==> config.mk <==
export PLATFORM = sky130hd
export DESIGN_NAME = serial_tx_port
export DESIGN_NICKNAME = d
export VERILOG_FILES = /design/src/rtl/serial_pkg.sv /design/src/rtl/serial_tx_fifo.sv /design/src/rtl/serial_tx_port.sv
export SDC_FILE = /design/constraint.sdc
export NUM_CORES = 1
export LEC_CHECK = 0
export CAP_MARGIN = 20
export CORE_UTILIZATION = 50
export DETAILED_ROUTE_END_ITERATION = 12
export PLACE_DENSITY_LB_ADDON = 0.08
export SLEW_MARGIN = 20
export SYNTH_ARGS = -nofsm -noshare
export SYNTH_HDL_FRONTEND = slang
export SYNTH_HIERARCHICAL = 1
export SYNTH_SLANG_ARGS = --single-unit
==> constraint.sdc <==
create_clock -name clock -period 8.6 [get_ports clock]
set_input_delay 0.86 -clock clock [delete_from_list [all_inputs] [get_ports clock]]
set_output_delay 0.86 -clock clock [all_outputs]
set_load 0.01 [all_outputs]
==> src/rtl/serial_pkg.sv <==
// Shared definitions for the serial transmit port: FSM state encoding,
// default bit timing, UART line levels and the parity helper.
// The optional parity bit is controlled by the SERIAL_TX_PARITY_EN macro.
package serial_pkg;

  // Transmit FSM states. PARITY is only ever entered when the parity build
  // option is enabled; the encoding is fixed so debug tools see stable codes.
  typedef enum logic [2:0] {
    ST_IDLE   = 3'd0,
    ST_START  = 3'd1,
    ST_DATA   = 3'd2,
    ST_PARITY = 3'd3,
    ST_STOP   = 3'd4
  } tx_state_t;

  // 50 MHz system clock divided down to 115200 baud.
  localparam int DEFAULT_CLKS_PER_BIT = 434;

  // Number of payload bits per frame.
  localparam int DATA_BITS = 8;

  // Line levels: the UART idles (and stops) high, the start bit is low.
  localparam logic UART_IDLE_LEVEL  = 1'b1;
  localparam logic UART_START_LEVEL = 1'b0;

  // Even parity bit for a byte: the bit that makes the total count of ones even.
  function automatic logic even_parity(input logic [7:0] data);
    return ^data;
  endfunction

endpackage

==> src/rtl/serial_tx_fifo.sv <==
// Synchronous byte FIFO feeding the UART transmitter.
// Push is ignored while full and pop is ignored while empty, so the caller
// may present raw requests. Head data is shown combinationally on o_data.
module serial_tx_fifo
  import serial_pkg::*;
#(
  parameter int FIFO_DEPTH = 8,
  parameter int FIFO_AW    = 3
) (
  input  logic               i_clk,
  input  logic               i_rst,
  input  logic               i_push,
  input  logic [7:0]         i_data,
  input  logic               i_pop,
  output logic [7:0]         o_data,
  output logic               o_full,
  output logic               o_empty,
  output logic [FIFO_AW:0]   o_count
);

  localparam logic [FIFO_AW:0]   CNT_ONE  = (FIFO_AW+1)'(1);
  localparam logic [FIFO_AW:0]   CNT_FULL = (FIFO_AW+1)'(FIFO_DEPTH);
  localparam logic [FIFO_AW-1:0] PTR_ONE  = FIFO_AW'(1);

  logic [7:0]         r_mem [FIFO_DEPTH];
  logic [FIFO_AW-1:0] r_wr_ptr;
  logic [FIFO_AW-1:0] r_rd_ptr;
  logic [FIFO_AW:0]   r_count;
  logic               w_push;
  logic               w_pop;

  // Qualified requests: a full FIFO never overwrites, an empty FIFO never underflows.
  assign w_push  = i_push && !o_full;
  assign w_pop   = i_pop && !o_empty;

  assign o_full  = (r_count == CNT_FULL);
  assign o_empty = (r_count == '0);
  assign o_count = r_count;
  assign o_data  = r_mem[r_rd_ptr];

  // Storage write; contents need no reset because the count gates every read.
  always_ff @(posedge i_clk) begin
    if (w_push) begin
      r_mem[r_wr_ptr] <= i_data;
    end
  end

  // Pointers wrap naturally because the depth is a power of two.
  always_ff @(posedge i_clk) begin
    if (i_rst) begin
      r_wr_ptr <= '0;
      r_rd_ptr <= '0;
      r_count  <= '0;
    end else begin
      if (w_push) begin
        r_wr_ptr <= r_wr_ptr + PTR_ONE;
      end
      if (w_pop) begin
        r_rd_ptr <= r_rd_ptr + PTR_ONE;
      end
      case ({w_push, w_pop})
        2'b10:   r_count <= r_count + CNT_ONE;
        2'b01:   r_count <= r_count - CNT_ONE;
        default: r_count <= r_count;
      endcase
    end
  end

endmodule

==> src/rtl/serial_tx_port.sv <==
// Serial transmit port: accepts bytes from the processor's serial write
// interface, buffers them in serial_tx_fifo and sends them as UART frames
// (start, 8 data bits LSB first, optional even parity, stop).
// Build option: define SERIAL_TX_PARITY_EN to insert an even-parity bit.
//
// Handshake: a byte is accepted on every clock where wren_in and ready_out
// are both high. ready_out depends only on the registered FIFO count, so it
// never combinationally follows wren_in. A write while ready_out is low is
// dropped and latches overflow_out until reset.
module serial_tx_port
  import serial_pkg::*;
#(
  parameter int CLKS_PER_BIT = DEFAULT_CLKS_PER_BIT,
  parameter int FIFO_DEPTH   = 8,
  parameter int FIFO_AW      = 3
) (
  input  logic               clock,
  input  logic               reset,
  input  logic [7:0]         wr_data_in,
  input  logic               wren_in,
  output logic               ready_out,
  output logic               txd_out,
  output logic               busy_out,
  output logic [FIFO_AW:0]   fifo_count_out,
  output logic               overflow_out,
  output logic [2:0]         dbg_state_out
);

  localparam int                CNT_W     = (CLKS_PER_BIT > 2) ? $clog2(CLKS_PER_BIT) : 1;
  localparam logic [CNT_W-1:0]  BAUD_LAST = CNT_W'(CLKS_PER_BIT - 1);
  localparam logic [CNT_W-1:0]  BAUD_ONE  = CNT_W'(1);
  localparam logic [2:0]        LAST_BIT  = 3'(DATA_BITS - 1);

  tx_state_t         r_state;
  tx_state_t         w_state_next;
  logic [CNT_W-1:0]  r_baud;
  logic [2:0]        r_bit_idx;
  logic [7:0]        r_shift;
  logic [7:0]        w_shift_next;
  logic              r_txd;
  logic              w_txd_next;
  logic              r_overflow;
`ifdef SERIAL_TX_PARITY_EN
  logic              r_parity;
`endif

  logic              w_baud_end;
  logic              w_pop;
  logic              w_push;
  logic              w_full;
  logic              w_empty;
  logic [7:0]        w_fifo_data;
  logic [FIFO_AW:0]  w_count;

  serial_tx_fifo #(
    .FIFO_DEPTH (FIFO_DEPTH),
    .FIFO_AW    (FIFO_AW)
  ) u_fifo (
    .i_clk   (clock),
    .i_rst   (reset),
    .i_push  (w_push),
    .i_data  (wr_data_in),
    .i_pop   (w_pop),
    .o_data  (w_fifo_data),
    .o_full  (w_full),
    .o_empty (w_empty),
    .o_count (w_count)
  );

  // A bit period is over on the last count of the baud counter.
  assign w_baud_end = (r_baud == BAUD_LAST);

  // Accept a byte only while there is room.
  assign w_push = wren_in && !w_full;

  // Bytes leave the FIFO only when a frame starts: from IDLE, or straight
  // out of the last STOP cycle so consecutive frames have no idle gap.
  assign w_pop = !w_empty &&
                 ((r_state == ST_IDLE) || ((r_state == ST_STOP) && w_baud_end));

  assign ready_out      = !w_full;
  assign fifo_count_out = w_count;
  assign busy_out       = (r_state != ST_IDLE) || !w_empty;
  assign overflow_out   = r_overflow;
  assign txd_out        = r_txd;
  assign dbg_state_out  = r_state;

  // FSM state register.
  always_ff @(posedge clock) begin
    if (reset) begin
      r_state <= ST_IDLE;
    end else begin
      r_state <= w_state_next;
    end
  end

  // FSM next-state logic: every timed state lasts one full bit period.
  always_comb begin
    w_state_next = r_state;
    case (r_state)
      ST_IDLE: begin
        if (!w_empty) begin
          w_state_next = ST_START;
        end
      end
      ST_START: begin
        if (w_baud_end) begin
          w_state_next = ST_DATA;
        end
      end
      ST_DATA: begin
        if (w_baud_end && (r_bit_idx == LAST_BIT)) begin
`ifdef SERIAL_TX_PARITY_EN
          w_state_next = ST_PARITY;
`else
          w_state_next = ST_STOP;
`endif
        end
      end
`ifdef SERIAL_TX_PARITY_EN
      ST_PARITY: begin
        if (w_baud_end) begin
          w_state_next = ST_STOP;
        end
      end
`endif
      ST_STOP: begin
        if (w_baud_end) begin
          w_state_next = w_empty ? ST_IDLE : ST_START;
        end
      end
      default: begin
        w_state_next = ST_IDLE;
      end
    endcase
  end

  // FSM outputs: line level for the state being entered, so the registered
  // txd changes on the same edge as the state.
  always_comb begin
    w_shift_next = r_shift;
    if (w_pop) begin
      w_shift_next = w_fifo_data;
    end else if ((r_state == ST_DATA) && w_baud_end) begin
      w_shift_next = r_shift >> 1;
    end

    w_txd_next = UART_IDLE_LEVEL;
    case (w_state_next)
      ST_START:  w_txd_next = UART_START_LEVEL;
      ST_DATA:   w_txd_next = w_shift_next[0];
`ifdef SERIAL_TX_PARITY_EN
      ST_PARITY: w_txd_next = r_parity;
`endif
      default:   w_txd_next = UART_IDLE_LEVEL;
    endcase
  end

  // Baud counter, bit index, shift register and registered line output.
  always_ff @(posedge clock) begin
    if (reset) begin
      r_baud    <= '0;
      r_bit_idx <= '0;
      r_shift   <= '0;
      r_txd     <= UART_IDLE_LEVEL;
    end else begin
      // Counter restarts at every bit boundary and holds at zero when idle.
      if (w_baud_end || (r_state == ST_IDLE)) begin
        r_baud <= '0;
      end else begin
        r_baud <= r_baud + BAUD_ONE;
      end

      if (w_pop) begin
        r_bit_idx <= '0;
      end else if ((r_state == ST_DATA) && w_baud_end) begin
        r_bit_idx <= r_bit_idx + 3'd1;
      end

      r_shift <= w_shift_next;
      r_txd   <= w_txd_next;
    end
  end

`ifdef SERIAL_TX_PARITY_EN
  // Parity is taken from the whole byte at pop time, before shifting starts.
  always_ff @(posedge clock) begin
    if (reset) begin
      r_parity <= 1'b0;
    end else if (w_pop) begin
      r_parity <= even_parity(w_fifo_data);
    end
  end
`endif

  // Sticky overflow: a write arrived while the FIFO was full.
  always_ff @(posedge clock) begin
    if (reset) begin
      r_overflow <= 1'b0;
    end else if (wren_in && w_full) begin
      r_overflow <= 1'b1;
    end
  end

endmodule

# Yosys cells after proc, flatten, opt, wreduce, memory -nomap -nowiden
# Memory sizes are Yosys's and may differ from the RTL's. A register that Yosys moved wholly into a read port is not among the register bits.
# Cells that the tools add are included.
# classes
mux,14
add_sub_neg,6
n_eq_ne,10
n_reduce_logical,20
# op_table
operator,count
$mux W3,6
$mux W8,2
$pmux W3 S4,1
$add A3 B1 Y3 const B,3
$add A9 B1 Y9 const B,1
$eq A9 B9 Y1 const B,1
$logic_and A1 B1 Y1,8
$pmux W4 S2,1
$eq A3 B1 Y1 const B,2
$eq A3 B2 Y1 const B,2
$eq A3 B3 Y1 const B,2
$add A4 B1 Y4 const B,1
$eq A4 B4 Y1 const B,1
$logic_not A4 Y1,1
$reduce_bool A2 Y1,2
$reduce_or A2 Y1,2
$sub A4 B1 Y4 const B,1
$logic_not A3 Y1,1
$logic_or A1 B1 Y1,3
$mux W1,3
$reduce_bool A3 Y1,1
$eq A2 B1 Y1 const B,1
$eq A2 B2 Y1 const B,1
$logic_not A1 Y1,2
$pmux W1 S2,1
# totals
n_memories,1
out_inout_bits,11
input_bits,11
word_cells,61
ff_bits,35
mem_bits_rw,64
# mem_list
memory,words,width,rd,rd_clocked_by_memory_dff,write_ports,line,rtl
u_fifo.r_mem,8,8,1,1,1,serial_tx_fifo.sv:25,logic [7:0] r_mem [FIFO_DEPTH];

# Longest topological paths before layout
# Gate-level depths: netlist (run 1).
# logic_depth
word_depth,7
mapped_depth,14
mapped_depth_nobuf,14

# Hierarchy
# Netlist (run 1), hierarchy kept.
# by_module_without_submodules
module,seq_area_each_um2,cells_per_inst,area_each_um2,instances
serial_tx_fifo,2182.1,167,3150.5,1
serial_tx_port,500.5,130,1192.4,1

# Least setup slack after synthesis (run 1)
# No wires, ideal clock.
# synth_timing
kind,flip-flop to flip-flop
start,"register u_fifo.r_count[1], in the netlist u_fifo/o_count[1]"
end,"register u_fifo.r_count[2], in the netlist u_fifo/o_count[2]"
path_stages_with_launch,14
arrival_ps,2741
setup_ps,71
setup_slack_ps,5788
path_buffers,1
path_cell_list,dfxtp_1 > buf_6 > nor4_1 > nor3_1 > o21ai_4 > inv_2 > o41a_1 > ha_1 > xor2_1 > ha_1 > a21oi_1 > xor2_1 > or3_1 > a21oi_1
# synth_via
elab_chain_cells,6
elab_cells_between_ends,14
cone_classes,2 x add/sub; 3 x eq/ne; 1 x mux; 8 x reduce/logical
# synth_rtl
element,line,rtl
"start, declared",serial_tx_fifo.sv:28,logic [FIFO_AW:0] r_count;
"start signal, assigned",serial_tx_fifo.sv:62,2'b10: r_count <= r_count + CNT_ONE;
"start signal, assigned",serial_tx_fifo.sv:63,2'b01: r_count <= r_count - CNT_ONE;
"start signal, assigned",serial_tx_fifo.sv:64,default: r_count <= r_count;
$logic_not A4 Y1 *,serial_tx_fifo.sv:37,assign o_empty = (r_count == '0);
named net w_empty,serial_tx_port.sv:51,logic w_empty;
$logic_not A1 Y1 *,serial_tx_port.sv:78,assign w_pop = !w_empty &&
$logic_and A1 B1 Y1 *,serial_tx_port.sv:78,
named net w_pop,serial_tx_port.sv:48,logic w_pop;
$logic_and A1 B1 Y1 *,serial_tx_fifo.sv:34,assign w_pop = i_pop && !o_empty;
named net u_fifo.w_pop,serial_tx_fifo.sv:30,logic w_pop;
$eq A2 B1 Y1 or $eq A2 B2 Y1 (tied branches),serial_tx_fifo.sv:61,"case ({w_push, w_pop})"
$pmux W4 S2 or $reduce_bool A2 Y1 (tied branches),n/a,
# The timed path passes the listed nets; every way through them passes the cells marked *.
# A chain may end at the register's enable or synchronous reset.

# Worst setup path after layout (run 1)
# Same ends and word-level chain as after synthesis.

==> results_dict.tcl, run 1 <==
set metrics [dict create \
    clock-root-buffer "clkbuf_8" \
    antenna_cells 0 \
    die_area_um2 9060 \
    io_buffers 21 \
    yosys-top-cells-area "edfxtp_1, dfxtp_1, mux4_1" \
    synth-simple-area-share 0.115 \
    required_ns 8.90 \
    drv_slew 0 \
    place.gp.congestion 0.824 \
    viasPerCell 5.53 \
    synth_mux_area_frac 0.125 \
    p_total_w 0.00132 \
    h-tree-depth 3 \
    end_kind "flop" \
    synth_compound_area_frac 0.0585 \
    slowest_delay_ns 0.76 \
    multi_input_area_um2 1550 \
    synth_ff_type "edfxtp_1" \
    setup_violations 0 \
    routedWlPerCell_um 17.5 \
    postCtsSetupBuffers 0 \
    synth-edff-count 64 \
    async_flop_share 0 \
    status "complete, no violations" \
    leakagePower_nw 1.65 \
    synthAdderAreaFrac 0.0259 \
    synth_top_area_share 0.443 \
    cts_hold_buf 0 \
    fin_tns_setup_ns 0 \
    area_growth_pct 10.8 \
    cts_resized 0 \
    crit_path_cell_trace "nor4_1 > nor3_1 > o21ai_4 > inv_2 > o41a_1 > ha_1 > xor2_1 > ha_1 > a21oi_1 > xor2_1 > or3_1 > a21oi_1" \
    maxSlewHeadroom 0.289 \
    max-vdd-ir-drop_mv 0.172 \
    row_count 33 \
    path_class "reg2reg" \
    cts_buffers 9 \
    fin_crit_ns 3.30 \
    grt_pass1_wl_um 11800 \
    postSynthAreaPerCell_um2 14.6 \
    routed_wirelength_um 7520 \
    synth_common_cells "edfxtp_1, dfxtp_1, nor2_1" \
    cts_tree "done" \
    clkTransAtPathRegs_ns 0.09 \
    postSynthCellCount 297 \
    hold_viol 0 \
    post-route-cell-area_um2 4810 \
    crit_arrival_ns 3.60 \
    core_area_um2 8300 \
    die_x_um 95.2 \
    fmax_mhz 303 \
    yosysSeqAreaShare 0.618 \
    critPathBufInv 1 \
    dr.pass1.iters 4 \
    yosysMostFrequentCell "edfxtp_1" \
    die_height_um 95.2 \
    start_util 0.523 \
    crit_slowest_cell "nor4_1" \
    drtIter0Drc 185 \
    cts_sinks 102 \
    yosysWarnings 6 \
    grt_pass1_vias 2280 \
    cts_buffer_depth 2 \
    grt_antenna_before_repair 0 \
    drt.antenna.violating_nets 0 \
    worstSetupStartpointType "flop" \
    post-route-drc-count 0 \
    grt_max_degree 29 \
    worst-slew-pin-transition_ns 1.06 \
    grt_overflow_total 0 \
    clock_latency_ns 0.36 \
    netlist-cell-type-count 51 \
    n_fill_cell 660 \
    drive_gt1_frac 0.160 \
    synth_xor_xnor_area_share 0.0300 \
    ios 22 \
    power_density_nw_per_um2 273 \
    fin_nets 340 \
    fin_crit_sh 0.384 \
    grt_usage 0.183 \
    skew_ns 0.00703 \
    cp_max_fo 15 \
    crit_family "simple AND/OR/NAND/NOR gates" \
    synth_top_family_by_area "multiplexers" \
    syn_area_um2 4340 \
    max_cap_viol_count 0 \
    hpwl_um 4870 \
    syn_nets 317 \
    min_path_type "reg2reg" \
    rsz0062_at_grt "false" \
    dpl_cell_area_um2 4630 \
    synth_top_area_cell "edfxtp_1" \
    vias 2378 \
    ys_seq_elements 102 \
    area.sequential_um2 2680 \
]
worst reg2reg max path, stage by stage (launching register included):
cell,delay (ns)
dfxtp_1,0.40
nor4_1,0.76
nor3_1,0.18
o21ai_4,0.22
inv_2,0.12
o41a_1,0.21
ha_1,0.32
xor2_1,0.17
ha_1,0.19
a21oi_1,0.14
xor2_1,0.09
or3_1,0.31
a21oi_1,0.13
flip-flops by register name (all words and copies together), names as in the netlist, named ones only:
register         count
u_fifo/r_mem        64
r_baud               9
r_shift              8
u_fifo/o_count       4
dbg_state_out        3
r_bit_idx            3
u_fifo/r_rd_ptr      3
u_fifo/r_wr_ptr      3
overflow_out         1
txd_out              1
power by group:
part	switching [W]	internal (W)
sequential	0.0000630	0.000587
clock	0.000168	0.000111
combinational	0.000191	0.000196
total	0.000422	0.000894
path summary, 6_finish.rpt:
check / from / end / slack, ns / cells after the start
setup reg to reg: u_fifo/o_count[1]$_SDFFE_PP0P_ / u_fifo/o_count[2]$_SDFFE_PP0P_ / 5.30 / 12
hold / removal: r_baud[0]$_SDFF_PP0_ / r_baud[0]$_SDFF_PP0_ / 0.47 / 1
hold reg to reg: r_baud[0]$_SDFF_PP0_ / r_baud[0]$_SDFF_PP0_ / 0.47 / 1
setup / recovery: u_fifo/o_count[1]$_SDFFE_PP0P_ / u_fifo/o_count[2]$_SDFFE_PP0P_ / 5.30 / 12
layout make-up:
class / instances / share of cell area
Clock buffer: 10 / 0.0265
Clock inverter: 6 / 0.0112
Inverter: 7 / 0.00546
Multi-Input combinational cell: 175 / 0.322
Sequential cell: 102 / 0.558
Tap cell: 105 / 0.0273
Timing Repair Buffer: 25 / 0.0499
routing by layer:
metal | vias up | track usage | wire length (µm)
li1 | 1170 | - | -
met1 | 1170 | 0.261 | 3780
met2 | 29 | 0.267 | 3410
met3 | 9 | 0.0470 | 221
met4 | 0 | 0.0707 | 95
met5 | - | 0 | 0
stage by stage:
step / hold WS (ns) / util / cells / setup WS (ns)
2_1_floorplan: 0.430 / - / 297 / 5.79
3_3_place_gp: 0.444 / 0.557 / 414 / 5.25
3_5_place_dp: 0.453 / 0.558 / 414 / 5.25
4_1_cts: 0.476 / 0.580 / 430 / 5.29
5_1_grt: 0.500 / 0.580 / 430 / 5.00
6_report: 0.466 / 0.580 / 430 / 5.30
cell usage in the layout, fill, tap and decap left out, types with 3 or more instances in the layout:
cell type / Yosys / final
a21oi_1: 8 / 8
a311oi_1: 6 / 6
and3_1: 4 / 4
buf_4: 2 / 4
clkbuf_8: 0 / 9
clkdlybuf4s50_1: 0 / 21
dfxtp_1: 38 / 38
edfxtp_1: 64 / 64
ha_1: 9 / 9
inv_1: 5 / 5
mux2_2: 9 / 9
mux2i_1: 5 / 5
mux4_1: 8 / 8
mux4_2: 8 / 8
nand2_1: 14 / 14
nand2b_1: 3 / 3
nand3_1: 11 / 11
nor2_1: 31 / 31
nor2b_1: 3 / 3
nor3_1: 9 / 8
o21ai_0: 3 / 3
or3_1: 3 / 3
xnor2_1: 5 / 5
xor2_1: 8 / 8
cells by family (layout without fill, tap and decap cells):
group | Yosys count | after routing
flops | 102 | 102
simple gates | 93 | 93
mux | 30 | 30
compound gates | 29 | 29
buf+inv | 20 | 48
xor+xnor | 14 | 14
fa+ha+maj | 9 | 9
(Power assumes the default switching activity.)
==> inputs of run 2 (changes only) <==
Clock period 8.6 ns to 2.78 ns, I/O delays scaled along.
==> run 2 against run 1 <==
  * Clock power grew to 3.3 times the previous value
  * Count of clock-buffer cells in the layout shrank 1
  * Via count grew 3.7%
  * Critical path type unchanged
==> results_dict.tcl, run 2 (synthesized netlist as in run 1, its figures left out) <==
set metrics [dict create \
    die_x_um 95.2 \
    grt_usage 0.175 \
    ios 22 \
    start_util 0.523 \
    setup_violations 0 \
    clock-root-buffer "clkbuf_8" \
    leakagePower_nw 1.75 \
    cp_max_fo 5 \
    place.gp.congestion 0.816 \
    wl_met2_um 3550 \
    vias 2465 \
    mostFrequentLayoutCell "edfxtp_1" \
    p_total_w 0.00429 \
    reg2reg_depth 14 \
    row_count 33 \
    worstSetupStartpointType "flop" \
    top_register "u_fifo/r_mem" \
    grt_pass1_vias 2249 \
    cts_hold_buf 0 \
    reg.largest.list "u_fifo/r_mem (64), r_baud (9), r_shift (8)" \
    path_class "reg2reg" \
    core_area_um2 8300 \
    hold_depth 1 \
    required_ns 3.08 \
    crit_slowest_cell "dfxtp_2" \
    cts_buffer_depth 2 \
    timing.final.ws_setup_ns 0.143 \
    topRoutingLayerUsed "met4" \
    slowest_delay_ns 0.35 \
    max-vdd-ir-drop_mv 0.474 \
    routedWlPerCell_um 16.7 \
    place_ws_ns -0.00988 \
    holdPathEnd "r_baud[0]$_SDFF_PP0_" \
    r2r-start "r_baud[1]$_SDFF_PP0_" \
    layout.cells.non_filler 447 \
    drive_gt1_frac 0.219 \
    drtIter0Drc 127 \
    grt_overflow_total 0 \
    crit_arrival_ns 2.94 \
    max_cap_viol_count 0 \
    worst-slew-pin-transition_ns 0.514 \
    post-route-drc-count 0 \
    whs_ns 0.437 \
    clkTransAtPathRegs_ns 0.11 \
    cts_buffers 9 \
    die_height_um 95.2 \
    min_path_type "reg2reg" \
    antenna_cells 0 \
    maxSlewHeadroom 0.648 \
    area_growth_pct 14.7 \
    status "complete, no violations" \
    power_density_nw_per_um2 862 \
    fmax_mhz 379 \
    skew_ns 0.0235 \
    dr.pass1.iters 7 \
    cts_tree "done" \
    cts_sinks 102 \
    viasPerCell 5.51 \
    grt_antenna_before_repair 0 \
    fin_tns_setup_ns 0 \
    dpl.cell_count 430 \
    io_buffers 21 \
    hold_start "r_baud[0]$_SDFF_PP0_" \
    rrSetupSlack_ns 0.14 \
    end_kind "flop" \
    drv_slew 0 \
    crit_path_cell_trace "inv_1 > ha_1 > and4b_1 > and2_4 > o21ai_4 > inv_2 > o41a_1 > ha_4 > xor2_1 > ha_1 > a21oi_1 > xor2_1 > or3_1 > a21oi_1" \
    grt_pass1_wl_um 11600 \
    drt.antenna.violating_nets 0 \
    largest_register_ffs 64 \
    rsz0062_at_grt "false" \
    grt_max_degree 28 \
    r2r_end "u_fifo/o_count[2]$_SDFFE_PP0P_" \
    fin_crit_sh 0.948 \
    hpwl_um 4880 \
    clock_latency_ns 0.37 \
    die_area_um2 9060 \
    critPathBufInv 2 \
    layout_common_cells "edfxtp_1, dfxtp_1, nor2_1" \
    met3WireLength_um 310 \
    routed_wirelength_um 7480 \
    crit_family "simple AND/OR/NAND/NOR gates" \
    fin_crit_ns 2.64 \
    fin_nets 357 \
    hold_viol 0 \
    m1WireLength_um 3590 \
    h-tree-depth 3 \
]
-- run 2: cell types whose count changed in the layout (fill, tap and decap cells not counted), sizes merged --
cell and delta:
clkinv +1, clkbuf -1, buf +17, clkinvlp -1, inv +1
-- run 2: what timing repair did --
action,4_1_cts,5_1_grt
pin swaps,0,1
resized for setup,1,5
hold endpoints to repair,0,0
endpoints found under the setup margin,1,2
buffers inserted,0,1
-- run 2: cell type report --
cell class	instances	area (µm²)
Clock buffer	9	124
Inverter	7	26.3
Tap cell	105	131
Fill cell	651	3320
Multi-Input combinational cell	175	1570
Timing Repair Buffer	42	368
Sequential cell	102	2690
Clock inverter	7	81.3
-- run 2: worst register-to-register path, delay by kind of cell (launching register included) --
kind                     cells  cell delay (ns)
AO/OA/AOI/OAI                4             0.60
XOR/XNOR                     2             0.23
adder cells (fa/ha/maj)      3             0.56
buffers and inverters        2             0.12
flip-flops                   1             0.35
AND/OR/NAND/NOR              3             0.72
-- run 2: stage by stage --
step	cell area (µm²)	util
2_1_floorplan	4350	-
3_3_place_gp	4750	0.572
3_5_place_dp	4750	0.572
4_1_cts	4960	0.597
5_1_grt	4980	0.600
6_report	4980	0.600
-- run 2: routing by layer --
layer / vias up / global-route usage
met4: 0 / 0.0417
met3: 2 / 0.0463
met5: - / 0
met1: 1217 / 0.249
li1: 1205 / -
met2: 41 / 0.270
-- run 2: how the worst max path moves through the flow --
stage / from / to / slack, ns / cells after the start
after global routing: r_baud[1]$_SDFF_PP0_ / u_fifo/o_count[2]$_SDFFE_PP0P_ / 0.0006 / 14
after CTS: r_baud[0]$_SDFF_PP0_ / u_fifo/o_count[2]$_SDFFE_PP0P_ / 0.02 / 13
after global placement: r_baud[1]$_SDFF_PP0_ / u_fifo/o_count[2]$_SDFFE_PP0P_ / 0.10 / 14
after floorplan: u_fifo/o_count[0]$_SDFFE_PP0P_ / u_fifo/o_count[2]$_SDFFE_PP0P_ / 0.09 / 12
after detailed placement: r_baud[1]$_SDFF_PP0_ / u_fifo/o_count[2]$_SDFFE_PP0P_ / -0.01 / 14
final: r_baud[1]$_SDFF_PP0_ / u_fifo/o_count[2]$_SDFFE_PP0P_ / 0.14 / 14
-- run 2: where the power goes --
| part | switching, W | leakage, nW | internal (W) | total (W) |
|---|---|---|---|---|
| combinational | 0.000694 | 0.759 | 0.000727 | 0.00142 |
| clock | 0.000564 | 0.104 | 0.000361 | 0.000925 |
| sequential | 0.000130 | 0.892 | 0.00182 | 0.00195 |
| total | 0.00139 | 1.75 | 0.00291 | 0.00429 |
